<file path="src/rtl/array_pkg.sv">
// Shared types for the array sequencer: FSM state encoding and the
// instruction codes driven to the systolic array.
package array_pkg;

    typedef enum logic [2:0] {
        S_IDLE,
        S_W_FETCH,
        S_W_KERNEL,
        S_A_FETCH,
        S_A_EXEC,
        S_DRAIN,
        S_CLEAR,
        S_DONE
    } state_t;

    localparam logic [1:0] INST_IDLE  = 2'b00;
    localparam logic [1:0] INST_KLOAD = 2'b01;
    localparam logic [1:0] INST_EXEC  = 2'b10;

    function automatic int max2(input int a, input int b);
        return (a > b) ? a : b;
    endfunction

endpackage

</file>
<file path="src/rtl/sram_l0_fetch.sv">
// SRAM-to-L0 streamer: issues len reads, writes each returned word into L0
// one cycle later, and stalls both reads and writes while L0 is full.
module sram_l0_fetch #(
    parameter int CW = 6
) (
    input  logic          clk,
    input  logic          reset,
    input  logic          en,
    input  logic          clr,
    input  logic [CW-1:0] len,
    input  logic          l0_full,
    output logic          rd,
    output logic [CW-1:0] idx,
    output logic          l0_wr,
    output logic          last
);

    logic [CW-1:0] cnt_q, cnt_d;
    logic          pend_q, pend_d;

    // The SRAM output holds its last word while cen is high, so a pending
    // word survives any number of full cycles; a new read only goes out in
    // a cycle where the pending word is being written.
    always_comb begin
        l0_wr  = pend_q & ~l0_full & en & ~clr;
        rd     = en & ~clr & ~l0_full & (cnt_q != len);
        idx    = cnt_q;
        last   = l0_wr & (cnt_q == len);
        cnt_d  = cnt_q;
        pend_d = pend_q;
        if (clr) begin
            cnt_d  = '0;
            pend_d = 1'b0;
        end else if (en) begin
            if (rd) begin
                cnt_d  = cnt_q + 1'b1;
                pend_d = 1'b1;
            end else if (l0_wr) begin
                pend_d = 1'b0;
            end
            if (last) cnt_d = '0;
        end
    end

    always_ff @(posedge clk or posedge reset) begin
        if (reset) begin
            cnt_q  <= '0;
            pend_q <= 1'b0;
        end else begin
            cnt_q  <= cnt_d;
            pend_q <= pend_d;
        end
    end

endmodule

</file>
<file path="src/rtl/array_seq_ctrl.sv">
// Sequencer for one convolution pass: per kernel position load weights into
// the array, stream activations, drain OFIFO rows to psum memory, clear.
module array_seq_ctrl
    import array_pkg::*;
#(
    parameter int ROW     = 8,
    parameter int COL     = 8,
    parameter int KIJ_MAX = 9,
    parameter int NIJ_MAX = 36,
    parameter int AW      = 7,
    parameter int PAW     = 9
) (
    input  logic           clk,
    input  logic           reset,
    input  logic           start,
    input  logic           abort,
    input  logic [3:0]     cfg_kij,
    input  logic [7:0]     cfg_nij,
    output logic           busy,
    output logic           done,
    output logic           act_cen,
    output logic [AW-1:0]  act_addr,
    output logic           w_cen,
    output logic [AW-1:0]  w_addr,
    output logic           sel_w,
    output logic           l0_wr,
    output logic           l0_rd,
    input  logic           l0_full,
    output logic [1:0]     inst_w,
    output logic           w_clr,
    input  logic           ofifo_valid,
    output logic           ofifo_rd,
    output logic           pmem_cen,
    output logic           pmem_wen,
    output logic [PAW-1:0] pmem_addr
);

    localparam int KW = $clog2(KIJ_MAX + 1);
    localparam int NW = $clog2(NIJ_MAX + 1);
    localparam int FW = $clog2(max2(ROW, NIJ_MAX) + 1);
    localparam int TW = $clog2(max2(2 * ROW + COL, NIJ_MAX) + 1);

    state_t        state_q, state_d;
    logic [KW-1:0] kij_q, kij_d;
    logic [KW-1:0] cfg_kij_q, cfg_kij_d;
    logic [NW-1:0] cfg_nij_q, cfg_nij_d;
    logic [TW-1:0] cnt_q, cnt_d;

    logic          cfg_ok;
    logic          f_en, f_rd, f_wr, f_last;
    logic [FW-1:0] f_len, f_idx;
    logic          kload;
    logic          pop;

    sram_l0_fetch #(.CW(FW)) u_fetch (
        .clk     (clk),
        .reset   (reset),
        .en      (f_en),
        .clr     (abort),
        .len     (f_len),
        .l0_full (l0_full),
        .rd      (f_rd),
        .idx     (f_idx),
        .l0_wr   (f_wr),
        .last    (f_last)
    );

    always_comb begin
        cfg_ok = (cfg_kij != 4'd0) && (32'(cfg_kij) <= 32'(KIJ_MAX)) &&
                 (cfg_nij != 8'd0) && (32'(cfg_nij) <= 32'(NIJ_MAX));
        f_en   = (state_q == S_W_FETCH) || (state_q == S_A_FETCH);
        f_len  = (state_q == S_W_FETCH) ? FW'(ROW) : FW'(cfg_nij_q);
        kload  = (state_q == S_W_KERNEL) && (cnt_q < TW'(ROW));
        pop    = (state_q == S_DRAIN) && ofifo_valid && !abort;
    end

    always_comb begin
        state_d   = state_q;
        kij_d     = kij_q;
        cfg_kij_d = cfg_kij_q;
        cfg_nij_d = cfg_nij_q;
        cnt_d     = cnt_q;
        case (state_q)
            S_IDLE: begin
                if (start) begin
                    cfg_kij_d = KW'(cfg_kij);
                    cfg_nij_d = NW'(cfg_nij);
                    kij_d     = '0;
                    cnt_d     = '0;
                    state_d   = cfg_ok ? S_W_FETCH : S_DONE;
                end
            end
            S_W_FETCH: if (f_last) state_d = S_W_KERNEL;
            S_W_KERNEL: begin
                // ROW load cycles followed by ROW+COL cycles for weights to settle
                if (cnt_q == TW'(2 * ROW + COL - 1)) begin
                    cnt_d   = '0;
                    state_d = S_A_FETCH;
                end else begin
                    cnt_d = cnt_q + 1'b1;
                end
            end
            S_A_FETCH: if (f_last) state_d = S_A_EXEC;
            S_A_EXEC: begin
                if (cnt_q == TW'(cfg_nij_q) - TW'(1)) begin
                    cnt_d   = '0;
                    state_d = S_DRAIN;
                end else begin
                    cnt_d = cnt_q + 1'b1;
                end
            end
            S_DRAIN: begin
                if (pop) begin
                    if (cnt_q == TW'(cfg_nij_q) - TW'(1)) begin
                        cnt_d   = '0;
                        state_d = S_CLEAR;
                    end else begin
                        cnt_d = cnt_q + 1'b1;
                    end
                end
            end
            S_CLEAR: begin
                if (kij_q + KW'(1) < cfg_kij_q) begin
                    kij_d   = kij_q + KW'(1);
                    state_d = S_W_FETCH;
                end else begin
                    state_d = S_DONE;
                end
            end
            S_DONE:  state_d = S_IDLE;
            default: state_d = S_IDLE;
        endcase
        if (abort) begin
            state_d = S_IDLE;
            kij_d   = '0;
            cnt_d   = '0;
        end
    end

    always_comb begin
        busy      = (state_q != S_IDLE);
        done      = (state_q == S_DONE) && !abort;
        w_cen     = 1'b1;
        w_addr    = '0;
        act_cen   = 1'b1;
        act_addr  = '0;
        sel_w     = (state_q != S_A_FETCH);
        l0_wr     = f_wr;
        l0_rd     = 1'b0;
        inst_w    = INST_IDLE;
        w_clr     = (state_q == S_CLEAR) || (abort && busy);
        ofifo_rd  = pop;
        pmem_cen  = !pop;
        pmem_wen  = !pop;
        pmem_addr = '0;
        if (f_rd && state_q == S_W_FETCH) begin
            w_cen  = 1'b0;
            w_addr = AW'(kij_q) * AW'(ROW) + AW'(f_idx);
        end
        if (f_rd && state_q == S_A_FETCH) begin
            act_cen  = 1'b0;
            act_addr = AW'(f_idx);
        end
        if (!abort && kload) begin
            l0_rd  = 1'b1;
            inst_w = INST_KLOAD;
        end
        if (!abort && state_q == S_A_EXEC) begin
            l0_rd  = 1'b1;
            inst_w = INST_EXEC;
        end
        if (pop) pmem_addr = PAW'(kij_q) * PAW'(cfg_nij_q) + PAW'(cnt_q);
    end

    always_ff @(posedge clk or posedge reset) begin
        if (reset) begin
            state_q   <= S_IDLE;
            kij_q     <= '0;
            cfg_kij_q <= '0;
            cfg_nij_q <= '0;
            cnt_q     <= '0;
        end else begin
            state_q   <= state_d;
            kij_q     <= kij_d;
            cfg_kij_q <= cfg_kij_d;
            cfg_nij_q <= cfg_nij_d;
            cnt_q     <= cnt_d;
        end
    end

endmodule

</file>
<file path="config.mk">
export PLATFORM = sky130hd
export DESIGN_NAME = array_seq_ctrl
export DESIGN_NICKNAME = d
export VERILOG_FILES = /design/src/rtl/array_pkg.sv /design/src/rtl/sram_l0_fetch.sv /design/src/rtl/array_seq_ctrl.sv
export SDC_FILE = /design/constraint.sdc
export NUM_CORES = 1
export LEC_CHECK = 0
export BUFFER_PORTS_ARGS = -buffer_cell sky130_fd_sc_hd__buf_2
export CAP_MARGIN = 20
export CORE_ASPECT_RATIO = 0.6
export CORE_MARGIN = 1
export CORE_UTILIZATION = 35
export CTS_CLUSTER_DIAMETER = 200
export DETAILED_ROUTE_END_ITERATION = 8
export GPL_TIMING_DRIVEN = 0
export MAX_ROUTING_LAYER = met4
export PLACE_DENSITY = 0.53
export RECOVER_POWER = 100
export SLEW_MARGIN = 10
export SYNTH_ARGS = -nofsm -noshare
export SYNTH_HDL_FRONTEND = slang
export SYNTH_SLANG_ARGS = --single-unit
</file>
<file path="constraint.sdc">
create_clock -name clk -period 13.55 [get_ports clk]
set_input_delay 2.71 -clock clk [delete_from_list [all_inputs] [get_ports clk]]
set_output_delay 2.71 -clock clk [all_outputs]
set_load 0.02 [all_outputs]
</file>
* After elaboration in Yosys (flattened, before gate mapping) *
Index checks and enable logic that the tools add are counted.

storage, ports and cells
  input port bits = 18
  word-level logic and storage cells = 117
  output and inout port bits = 36
  register bits = 30

operators by class
  reductions and logical operators = 31
  magnitude comparators = 4
  add/subtract/negate cells = 6
  $mul = 1
  multiplexer cells = 39
  equality and inequality tests = 20
  bitwise logic cells = 9

operator list
  cell                                                                   number
  6-bit two-way mux                                                      11
  3-bit two-way mux                                                      10
  3-bit one-hot mux with 8 select lines                                  1
  6-bit one-hot mux with 4 select lines                                  1
  3-bit != test, second input constant                                   6
  6-bit by 1-bit adder with 6-bit output, second input constant          2
  3-bit == test, second input constant                                   4
  6-bit == test                                                          2
  1-bit logical AND                                                      12
  4-bit two-way mux                                                      3
  3-bit nonzero test                                                     4
  9-bit by 6-bit adder with 9-bit output                                 1
  4-bit by 6-bit multiplier with 9-bit output                            1
  1-bit two-way mux                                                      9
  9-bit two-way mux                                                      1
  3-bit by 2-bit != test with 1-bit output, second input constant        3
  8-bit by 6-bit <= comparator with 1-bit output, second input constant  1
  4-bit one-hot mux with 2 select lines                                  1
  8-bit nonzero test                                                     1
  7-bit by 6-bit adder with 7-bit output                                 1
  1-bit AND                                                              7
  7-bit two-way mux                                                      1
  7-bit AND reduction                                                    1
  3-bit by 2-bit == test with 1-bit output, second input constant        2
  18 further kinds                                                       24

* Depth between registers and ports, before layout *
Gate-level depths: netlist of the first run.

  depth after elaboration = 9
  gate-level depth with buffers = 14
  depth with buffers taken out = 13

* By module *
From an unflattened synthesis of the first run, not the netlist that was laid out.

second synthesis, totals
  cell total of the unflattened synthesis = 396
  area, all modules = 3261.9 um2

modules (own cells, without submodules)
  module          area an instance (um2)  cells an instance  sequential area each (um2)  instances
  array_seq_ctrl  2765.2                  342                575.6                       1
  sram_l0_fetch   496.7                   54                 175.2                       1

* Least setup slack after synthesis of the first run *
No wires, ideal clock.

  kind = input -> output
  start = input port abort
  end = output port l0_rd
  cell stages on the path = 4
  data arrival time = 3.865 ns
  buffers on the path = 0
  path slack = 6.975 ns
  cell sequence = nor2_1 > nand2_1 > nor4_1 > or2_2

on the way
  cells in the longest elaborated chain, start to end = 4

RTL lines
  item                 line                                          text
  start: declaration   array_seq_ctrl.sv:16                          input logic abort,
  1-bit logical NOT *  array_seq_ctrl.sv:164, array_seq_ctrl.sv:168
  1-bit logical AND    array_seq_ctrl.sv:164                         if (!abort && kload) begin
  1-bit two-way mux    array_seq_ctrl.sv:164
  1-bit two-way mux *  array_seq_ctrl.sv:168                         if (!abort && state_q == S_A_EXEC) begin
  end: declaration     array_seq_ctrl.sv:27                          output logic l0_rd,

Every way passes the cells marked *; elsewhere a longest branch is shown, timed or not.

* Worst setup path after layout of the first run *
  start = register kij_q[3]
  end = output port pmem_addr[8]

on the way
  cells in the longest elaborated chain, start to end = 3

RTL lines
  item                                         line                   text
  start: declaration                           array_seq_ctrl.sv:44   logic [KW-1:0] kij_q, kij_d;
  start signal: assignment                     array_seq_ctrl.sv:184  kij_q <= kij_d;
  4-bit by 6-bit multiplier with 9-bit output  array_seq_ctrl.sv:172  if (pop) pmem_addr = PAW'(kij_q) * PAW'(cfg_nij_q) + PAW'(cnt_q);
  9-bit by 6-bit adder with 9-bit output       array_seq_ctrl.sv:172
  9-bit two-way mux                            array_seq_ctrl.sv:172
  end: declaration                             array_seq_ctrl.sv:35   output logic [PAW-1:0] pmem_addr

Every way passes these cells.

==> results of run 1 <==
[cell usage after synthesis, types with 9 or more instances]
cell type and count:
a21oi_1 11, xnor2_1 10, inv_1 47, and2_1 21
fa_1 13, nand2_1 34, and3_1 12, nor2_1 22
dfrtp_1 30, nor3_1 9, o21ai_0 23, nand3_1 13
ha_1 27
[state kept, by name, indices dropped and copies added (netlist names)]
register,cells
state_q,3
cfg_kij_q,4
u_fetch.idx,6
kij_q,4
u_fetch.pend_q,1
cfg_nij_q,6
cnt_q,6
[worst reg2reg max path: stages, from the launching register on]
cell and delay [ns]:
dfrtp_1 0.45, clkbuf_1 0.40, inv_1 0.22, a2111oi_0 1.10, o21ai_2 0.10, a21oi_1 0.46
a41oi_1 0.18, nor2_1 0.12
[how the worst min path moves through the flow]
stage | startpoint | endpoint | slack [ns] | cells after the start
after global placement | u_fetch.pend_q$_DFFE_PP0P_ | u_fetch.pend_q$_DFFE_PP0P_ | 0.50 | 1
after floorplan | cfg_kij_q[0]$_DFFE_PP0P_ | cfg_kij_q[0]$_DFFE_PP0P_ | 0.47 | 1
after detailed placement | cfg_kij_q[0]$_DFFE_PP0P_ | cfg_kij_q[0]$_DFFE_PP0P_ | 0.51 | 1
after CTS | cfg_kij_q[0]$_DFFE_PP0P_ | cfg_kij_q[0]$_DFFE_PP0P_ | 0.52 | 1
after global routing | u_fetch.pend_q$_DFFE_PP0P_ | u_fetch.pend_q$_DFFE_PP0P_ | 0.55 | 1
final | cfg_kij_q[0]$_DFFE_PP0P_ | cfg_kij_q[0]$_DFFE_PP0P_ | 0.51 | 1
[kinds of logic after synthesis]
kind of cell,Yosys count,synth area share [%]
AND/OR/NAND/NOR,155,25.0
AO/OA/AOI/OAI,90,20.8
buffers and inverters,72,9.46
adder cells (fa/ha/maj),40,17.3
flip-flops,30,21.7
XOR/XNOR,17,4.31
multiplexers,4,1.27
other,1,0.109
[layer usage]
metal / GRT usage, % / routed length (microns) / vias up
li1: - / - / 1537
met5: - / 0 / -
met2: 26.4 / 3580 / 65
met1: 31.8 / 5330 / 1513
met3: 3.44 / 410 / 2
met4: 3.95 / 31 / 0
[cell type report]
class,count,area (sq um)
Inverter,48,180
Buffer,24,135
Fill cell,1008,5450
Tap cell,130,163
Timing Repair Buffer,52,224
Clock buffer,7,133
Sequential cell,30,751
Multi-Input combinational cell,307,2320
[report_power, final]
| part | internal, mW | switching, mW | total, mW | leakage (nW) |
|---|---|---|---|---|
| clock network | 0.0671 | 0.0402 | 0.107 | 0.0640 |
| registers | 0.110 | 0.0204 | 0.131 | 0.397 |
| logic | 0.0969 | 0.162 | 0.259 | 1.38 |
| total | 0.274 | 0.223 | 0.497 | 1.84 |
==> impl_metrics.py, run 1 <==
metrics = {
    "global_routing": {
        "grt_pass1_vias": 2891,
        "overflow": 0,
        "grt_max_degree": 31,
        "track_usage_pct": 20.3,
        "grt_pass1_wl_mm": 15.3,
        "antenna_found_initial": 0,
    },
    "detailed_routing": {
        "antenna_left": 0,
        "wl_per_cell_microns": 15.7,
        "dr.pass1.iters": 4,
        "routed_via_density": 5.21,
        "first_iter_violations": 206,
        "vias": 3117,
        "wl_mm": 9.36,
        "drc": 0,
    },
    "timing": {
        "finalCritPeriodShare_pct": 53.8,
        "max_freq_mhz": 137,
        "tightest_slew_ns": 1.27,
        "fin_ws_ns": 6.26,
        "tns_ns": 0,
        "finalHoldViolCount": 0,
        "slew_violations": 0,
        "holdWs_ns": 0.513,
        "rsz0062_at_grt": "no",
        "period_minus_slack_ns": 7.29,
        "setup_viol": 0,
        "relSlewSlack_pct": 13.2,
        "fin_skew_ns": 0.00785,
    },
    "layout": {
        "design_area_sq_mm": 0.00390,
        "drive_above_1_share_pct": 13.0,
        "layout_commonest_cell": "inv_1",
        "layout_common_cells": "47 x inv_1, 41 x clkbuf_1, 34 x nand2_1, 30 x dfrtp_1, 29 x buf_2",
        "area_growth_pct": 13.0,
        "finalNetCount": 526,
        "antenna_cells": 0,
        "fin_cells": 598,
        "final_util_pct": 41.7,
    },
    "die": {
        "io_pins": 54,
        "dieArea_sq_mm": 0.0103,
        "fp.dieH_microns": 78.9,
        "core_area_sq_mm": 0.00936,
        "start_util_pct": 36.9,
        "std_cell_rows": 27,
        "chipWidth_microns": 130,
    },
    "logic_synthesis": {
        "syn_area_per_cell_sq_um": 8.44,
        "ys_warn_count": 0,
        "yosysSeqAreaShare_pct": 21.7,
        "synth_top_area_share_pct": 21.7,
        "synth_cell_types": 74,
        "syn_nets": 467,
        "synth.largest_area_cell": "dfrtp_1",
        "syn-cell-area_sq_mm": 0.00345,
        "synthTopCellsByArea": "dfrtp_1 22%, ha_1 9.8%, fa_1 7.5%",
        "synth_cells": 409,
        "synth-edff-count": 0,
        "synth-main-ff-cell": "dfrtp_1",
        "ys_seq_elements": 30,
        "synth-async-reset-ratio_pct": 100,
    },
    "pwr": {
        "leakage_nw": 1.84,
        "power_density_mw_per_mm2": 127,
        "power_uw": 497,
        "peakVddDrop_v": 0.0000710,
    },
    "cts": {
        "cts_tree": "done",
        "cts_buffer_depth": 2,
        "post_cts_resized": 0,
        "clk-insertion-delay-late_ns": 0.28,
        "path_clk_slew_ns": 0.05,
        "cts_root_buf": "clkbuf_16",
        "holdBufCountCts": 0,
        "post_cts_buffers": 0,
        "cts.sinks": 30,
        "h-tree-depth": 2,
        "numCtsBuffers": 5,
    },
    "critical_path": {
        "crit-reg2reg-launch": "state_q[2]$_DFFE_PP0P_",
        "worstSetupPathType": "reg -> out",
        "crit_required_ns": 10.84,
        "cp_num_cells": 13,
        "reg2reg_setup_slack_ns": 10.45,
        "startpoint_type": "flop",
        "ff2ff_path_depth": 7,
        "cp_num_buf_inv": 3,
        "worstPathCellList": "clkbuf_1 > nand2_1 > fa_1 > fa_1 > fa_1 > inv_1 > ha_1 > a21oi_1 > o21ai_0 > a2111oi_0 > o21ai_0 > a21oi_1 > clkbuf_1",
        "r2r_end": "cnt_q[5]$_DFFE_PP0P_",
        "slowest_stage": "a2111oi_0",
        "crit_top_cell": "fa_1",
        "critPathMaxFanout": 9,
        "crit_start": "kij_q[3]$_DFFE_PP0P_",
        "cpPeakStageDelay_ns": 0.56,
        "worstPathArrival_ns": 4.58,
        "critPathCaptureType": "primary output",
        "cp_top_family": "adder cells",
        "crit_end": "pmem_addr[8]",
    },
    "worst_hold_path": {
        "hp-class": "reg -> reg",
    },
    "run": {
        "cap_viol_max_count": 0,
    },
    "placement": {
        "port_buffers": 52,
        "placedCellCount": 591,
        "dp_slack_ns": 6.60,
        "dpl_cell_area_sq_mm": 0.00388,
        "hpwlAfterDp_mm": 7.40,
        "gp_congestion": 0.878,
    },
    "run_status": {
        "status": "complete, no violations",
    },
}
Note: power is estimated with default switching activity, not from simulation.
==> run 2: changes to the inputs <==
Settings changed: PLACE_DENSITY 0.53 to 0.55.
Clock period 13.55 ns to 6.1 ns, I/O delays scaled along.
==> impl_metrics.py, run 2 (synthesis results as in run 1) <==
metrics = {
    "run_status": {
        "status": "complete, but fails checks",
        "failed_checks": "max-capacitance violations",
    },
    "critical_path": {
        "crit_start": "kij_q[2]$_DFFE_PP0P_",
        "crit-reg2reg-launch": "kij_q[2]$_DFFE_PP0P_",
        "critPathMaxFanout": 10,
        "worstSetupPathType": "reg -> out",
        "worstPathArrival_ns": 4.49,
        "startpoint_type": "flop",
        "ff2ff_path_depth": 10,
        "critPathCaptureType": "primary output",
        "reg2reg_setup_slack_ns": 3.15,
        "r2r_end": "kij_q[2]$_DFFE_PP0P_",
        "crit_required_ns": 4.88,
    },
    "timing": {
        "finalCritPeriodShare_pct": 93.6,
        "relSlewSlack_pct": 2.58,
        "finalHoldViolCount": 0,
        "tightest_slew_ns": 1.42,
        "tns_ns": 0,
        "fin_ws_ns": 0.389,
        "max_freq_mhz": 175,
        "period_minus_slack_ns": 5.71,
        "setup_viol": 0,
        "fin_skew_ns": 0.00662,
        "rsz0062_at_grt": "no",
        "slew_violations": 0,
    },
    "die": {
        "dieArea_sq_mm": 0.0103,
        "io_pins": 54,
        "std_cell_rows": 27,
        "chipWidth_microns": 130,
        "core_area_sq_mm": 0.00936,
        "start_util_pct": 36.9,
        "fp.dieH_microns": 78.9,
    },
    "worst_hold_path": {
        "hp-class": "reg -> reg",
        "hold_path_startpoint": "u_fetch.pend_q$_DFFE_PP0P_",
        "hold_depth": 1,
        "worstHoldEndpoint": "u_fetch.pend_q$_DFFE_PP0P_",
    },
    "detailed_routing": {
        "routed_via_density": 5.27,
        "wl_per_cell_microns": 15.6,
        "wl_mm": 9.37,
        "dr.pass1.iters": 5,
        "first_iter_violations": 272,
        "vias": 3154,
        "antenna_left": 0,
        "drc": 0,
    },
    "pwr": {
        "power.switching_uw": 495,
        "clkPwrFrac_pct": 24.2,
        "p_int_uw": 647,
        "leakage_nw": 1.86,
        "power_density_mw_per_mm2": 290,
        "p_sw_share_pct": 43.3,
        "peakVddDrop_v": 0.000166,
        "pwr-share-seq_pct": 25.2,
        "power_mw": 1.14,
        "p_comb_share_pct": 50.6,
    },
    "cts": {
        "numCtsBuffers": 5,
        "cts_buffer_depth": 2,
        "cts_root_buf": "clkbuf_16",
        "cts_tree": "done",
        "h-tree-depth": 2,
        "post_cts_buffers": 0,
        "cts.sinks": 30,
        "clk-insertion-delay-late_ns": 0.28,
        "path_clk_slew_ns": 0.06,
    },
    "global_routing": {
        "grt_max_degree": 31,
        "grt_pass1_vias": 2721,
        "track_usage_pct": 19.9,
        "grt_pass1_wl_mm": 15.0,
        "overflow": 0,
        "antenna_found_initial": 0,
    },
    "placement": {
        "port_buffers": 52,
        "placedCellCount": 591,
        "dp_slack_ns": 0.692,
        "gp_congestion": 0.885,
        "hpwlAfterDp_mm": 7.35,
    },
    "layout": {
        "layout_commonest_cell": "inv_1",
        "area_growth_pct": 14.1,
        "layout_common_cells": "47 x inv_1, 39 x clkbuf_1, 34 x nand2_1, 30 x dfrtp_1, 28 x buf_2",
        "finalNetCount": 526,
        "fin_cells": 599,
        "drive_above_1_share_pct": 13.9,
        "antenna_cells": 0,
    },
    "run": {
        "cap_viol_max_count": 1,
    },
}
-- run 2: what timing repair did --
item,in CTS,in global routing
setup endpoints to repair,0,1
hold buffers,0,0
resized for setup,0,1
-- run 2: how the worst max path moves through the flow --
stage,to,cells past startpoint,slack [ns]
floorplan,pmem_addr[8],12,1.10
global placement,pmem_addr[8],13,0.69
detailed placement,pmem_addr[8],13,0.69
CTS,pmem_addr[8],13,0.35
global route,pmem_addr[8],13,0.07
finish,pmem_addr[8],13,0.39
-- run 2: worst max-delay path: stages (launching register included) --
cell       delay [ns]
dfrtp_1          0.35
clkbuf_1         0.41
nand2_1          0.14
fa_1             0.52
fa_1             0.51
fa_1             0.51
inv_1            0.04
ha_1             0.30
a21oi_1          0.22
o21ai_0          0.16
a2111oi_1        0.52
o21ai_0          0.16
a21oi_1          0.16
clkbuf_2         0.20
-- run 2: power groups by stage --
stage	sequential [mW]	clock, mW	combinational, mW
2_1_floorplan	0.276	0	0.462
3_3_place_gp	0.290	0	0.593
3_5_place_dp	0.291	0	0.598
4_1_cts	0.288	0.283	0.602
5_1_grt	0.293	0.292	0.637
6_report	0.288	0.276	0.578
-- run 2: stage by stage --
stage	utilization [%]	hold slack [ns]	cell area (sq um)
after floorplan	-	0.475	3450
final	42.1	0.518	3940
after CTS	43.2	0.516	4040
after detailed placement	41.4	0.503	3880
after global routing	42.1	0.523	3940
after global placement	41.4	0.498	3880
-- run 2: area by class of cell --
type                    instances  area (sq um)
inverters                      48           180
repair buffers                 52           224
clock buffers                   8           166
flip-flops and latches         30           751
plain buffers                  24           143
multi-input cells             307          2310
well taps                     130           163
fillers                       993          5420
-- run 2: routing by layer --
metal	vias up	GRT usage, %	wire [microns]
met5	-	-	0
met1	1521	32.2	5240
met3	6	4.38	551
met4	0	4.19	69
li1	1541	-	-
met2	86	23.8	3510
==> run 3: changes to the inputs <==
Settings changed: CELL_PAD_IN_SITES_DETAIL_PLACEMENT set to 1, CELL_PAD_IN_SITES_GLOBAL_PLACEMENT set to 1, PLACE_DENSITY 0.55 to 0.69.
==> impl_metrics.py, run 3 (synthesis results as in run 1) <==
metrics = {
    "layout": {
        "fin_cells": 596,
        "drive_above_1_share_pct": 13.5,
        "num-fill-cells": 1160,
        "layout_commonest_cell": "inv_1",
        "area_growth_pct": 13.0,
        "finalNetCount": 524,
        "antenna_cells": 0,
        "layout_common_cells": "47 x inv_1, 38 x clkbuf_1, 34 x nand2_1, 30 x dfrtp_1, 29 x buf_2",
        "design_area_sq_mm": 0.00390,
    },
    "detailed_routing": {
        "antenna_left": 0,
        "first_iter_violations": 219,
        "wl_per_cell_microns": 17.3,
        "vias": 3223,
        "routed_via_density": 5.41,
        "dr.pass1.iters": 5,
        "drc": 0,
        "wl_mm": 10.3,
    },
    "timing": {
        "holdWs_ns": 0.521,
        "tightest_slew_ns": 1.46,
        "slew_violations": 0,
        "finalHoldViolCount": 0,
        "fin_skew_ns": 0.00741,
        "rsz0062_at_grt": "no",
        "setup_viol": 0,
        "fin_ws_ns": 0.532,
        "finalCritPeriodShare_pct": 91.3,
        "period_minus_slack_ns": 5.57,
        "tns_ns": 0,
        "relSlewSlack_pct": 0.458,
        "max_freq_mhz": 180,
    },
    "critical_path": {
        "crit_required_ns": 4.88,
        "slowest_stage": "dfrtp_1",
        "critPathCaptureType": "primary output",
        "cp_top_family": "adder cells",
        "worstSetupPathType": "reg -> out",
        "worstPathCellList": "nand2_1 > fa_1 > fa_1 > fa_1 > inv_1 > ha_1 > a21oi_1 > o21ai_0 > a2111oi_1 > o21ai_0 > a21oi_1 > clkbuf_2",
        "cp_num_buf_inv": 2,
        "crit_top_cell": "fa_1",
        "worstPathArrival_ns": 4.35,
        "critPathMaxFanout": 11,
        "startpoint_type": "flop",
        "cpPeakStageDelay_ns": 0.57,
    },
    "global_routing": {
        "busiest_layer": "met1",
        "grt_use_met3_pct": 3.84,
        "grt_max_degree": 31,
        "grt_pass1_wl_mm": 17.1,
        "use_met1_pct": 34.4,
        "use_met2_pct": 30.7,
        "track_usage_pct": 22.5,
        "overflow": 0,
        "antenna_found_initial": 0,
        "grt_pass1_vias": 3219,
    },
    "placement": {
        "hpwlAfterDp_mm": 8.09,
        "dp_slack_ns": 0.629,
        "gp_congestion": 0.908,
        "placedCellCount": 591,
        "dpl_cell_area_sq_mm": 0.00388,
        "port_buffers": 52,
    },
    "run_status": {
        "status": "complete, but fails checks",
        "failed_checks": "max-capacitance violations",
    },
    "run": {
        "cap_viol_max_count": 1,
    },
    "worst_hold_path": {
        "hp-class": "reg -> reg",
    },
    "die": {
        "chipWidth_microns": 130,
        "io_pins": 54,
        "start_util_pct": 36.9,
        "fp.dieH_microns": 78.9,
        "core_area_sq_mm": 0.00936,
        "dieArea_sq_mm": 0.0103,
        "std_cell_rows": 27,
    },
    "cts": {
        "cts_buffer_depth": 2,
        "post_cts_buffers": 0,
        "cts.sinks": 30,
        "clk-insertion-delay-late_ns": 0.29,
        "path_clk_slew_ns": 0.05,
        "h-tree-depth": 2,
        "numCtsBuffers": 5,
        "cts_tree": "done",
        "cts_root_buf": "clkbuf_16",
    },
    "pwr": {
        "power_density_mw_per_mm2": 290,
        "leakage_nw": 1.84,
        "peakVddDrop_v": 0.000131,
    },
}
[run 3: changes by cell type in the layout (fill, tap and decap cells not counted)]
cell	previous run	this run
clkbuf_1	39	38
and2_0	4	5
clkbuf_8	3	0
and2_1	17	16
buf_2	28	29
[run 3: per-stage QoR]
stage	utilization [%]	power (mW)
after floorplan	-	0.738
after global placement	41.4	0.889
after detailed placement	41.4	0.909
after CTS	42.8	1.16
after global routing	41.7	1.20
final	41.7	1.13
[run 3: cell type report]
| type | count | area (sq um) | area share, % |
|---|---|---|---|
| Multi-Input combinational cell | 307 | 2310 | 59.3 |
| Timing Repair Buffer | 52 | 225 | 5.77 |
| Tap cell | 130 | 163 | 4.17 |
| Buffer | 22 | 135 | 3.46 |
| Sequential cell | 30 | 751 | 19.2 |
| Clock buffer | 7 | 133 | 3.40 |
| Inverter | 48 | 180 | 4.62 |
[run 3: repair_timing]
item                                    in CTS  in global routing
resized for setup                            0                  1
endpoints found under the hold margin        0                  0
endpoints found under the setup margin       0                  1
hold buffers                                 0                  0
[run 3: worst paths after layout]
check,start,end,slack (ns),depth (start not counted)
min,u_fetch.pend_q$_DFFE_PP0P_,u_fetch.pend_q$_DFFE_PP0P_,0.52,1
max in group asynchronous,reset,cfg_nij_q[5]$_DFFE_PP0P_,4.08,2
min in group asynchronous,reset,u_fetch.idx[5]$_DFFE_PP0P_,1.28,2
min reg2reg,u_fetch.pend_q$_DFFE_PP0P_,u_fetch.pend_q$_DFFE_PP0P_,0.52,1
max reg2reg,state_q[0]$_DFFE_PP0P_,cnt_q[5]$_DFFE_PP0P_,3.07,6
max,kij_q[2]$_DFFE_PP0P_,pmem_addr[8],0.53,12
[run 3: power by group]
part	internal, mW	total, mW	leakage, nW	switching (mW)
Combinational	0.219	0.601	1.38	0.382
Sequential	0.245	0.292	0.397	0.0472
Clock	0.149	0.240	0.0640	0.0910
[run 3: per-layer routing]
metal  wire [microns]  vias up  share of wire (%)
met5                0        -                  0
met4               59        0               0.57
met3              436        7                4.2
met2             4130       66                 40
met1             5670     1619                 55
li1                 -     1531                  -
[run 3: worst register-to-register path, delay by kind of cell (launching register included)]
family / cells / cell delay [ns]
AO/OA/AOI/OAI: 5 / 2.33
AND/OR/NAND/NOR: 1 / 0.12
flip-flops: 1 / 0.50
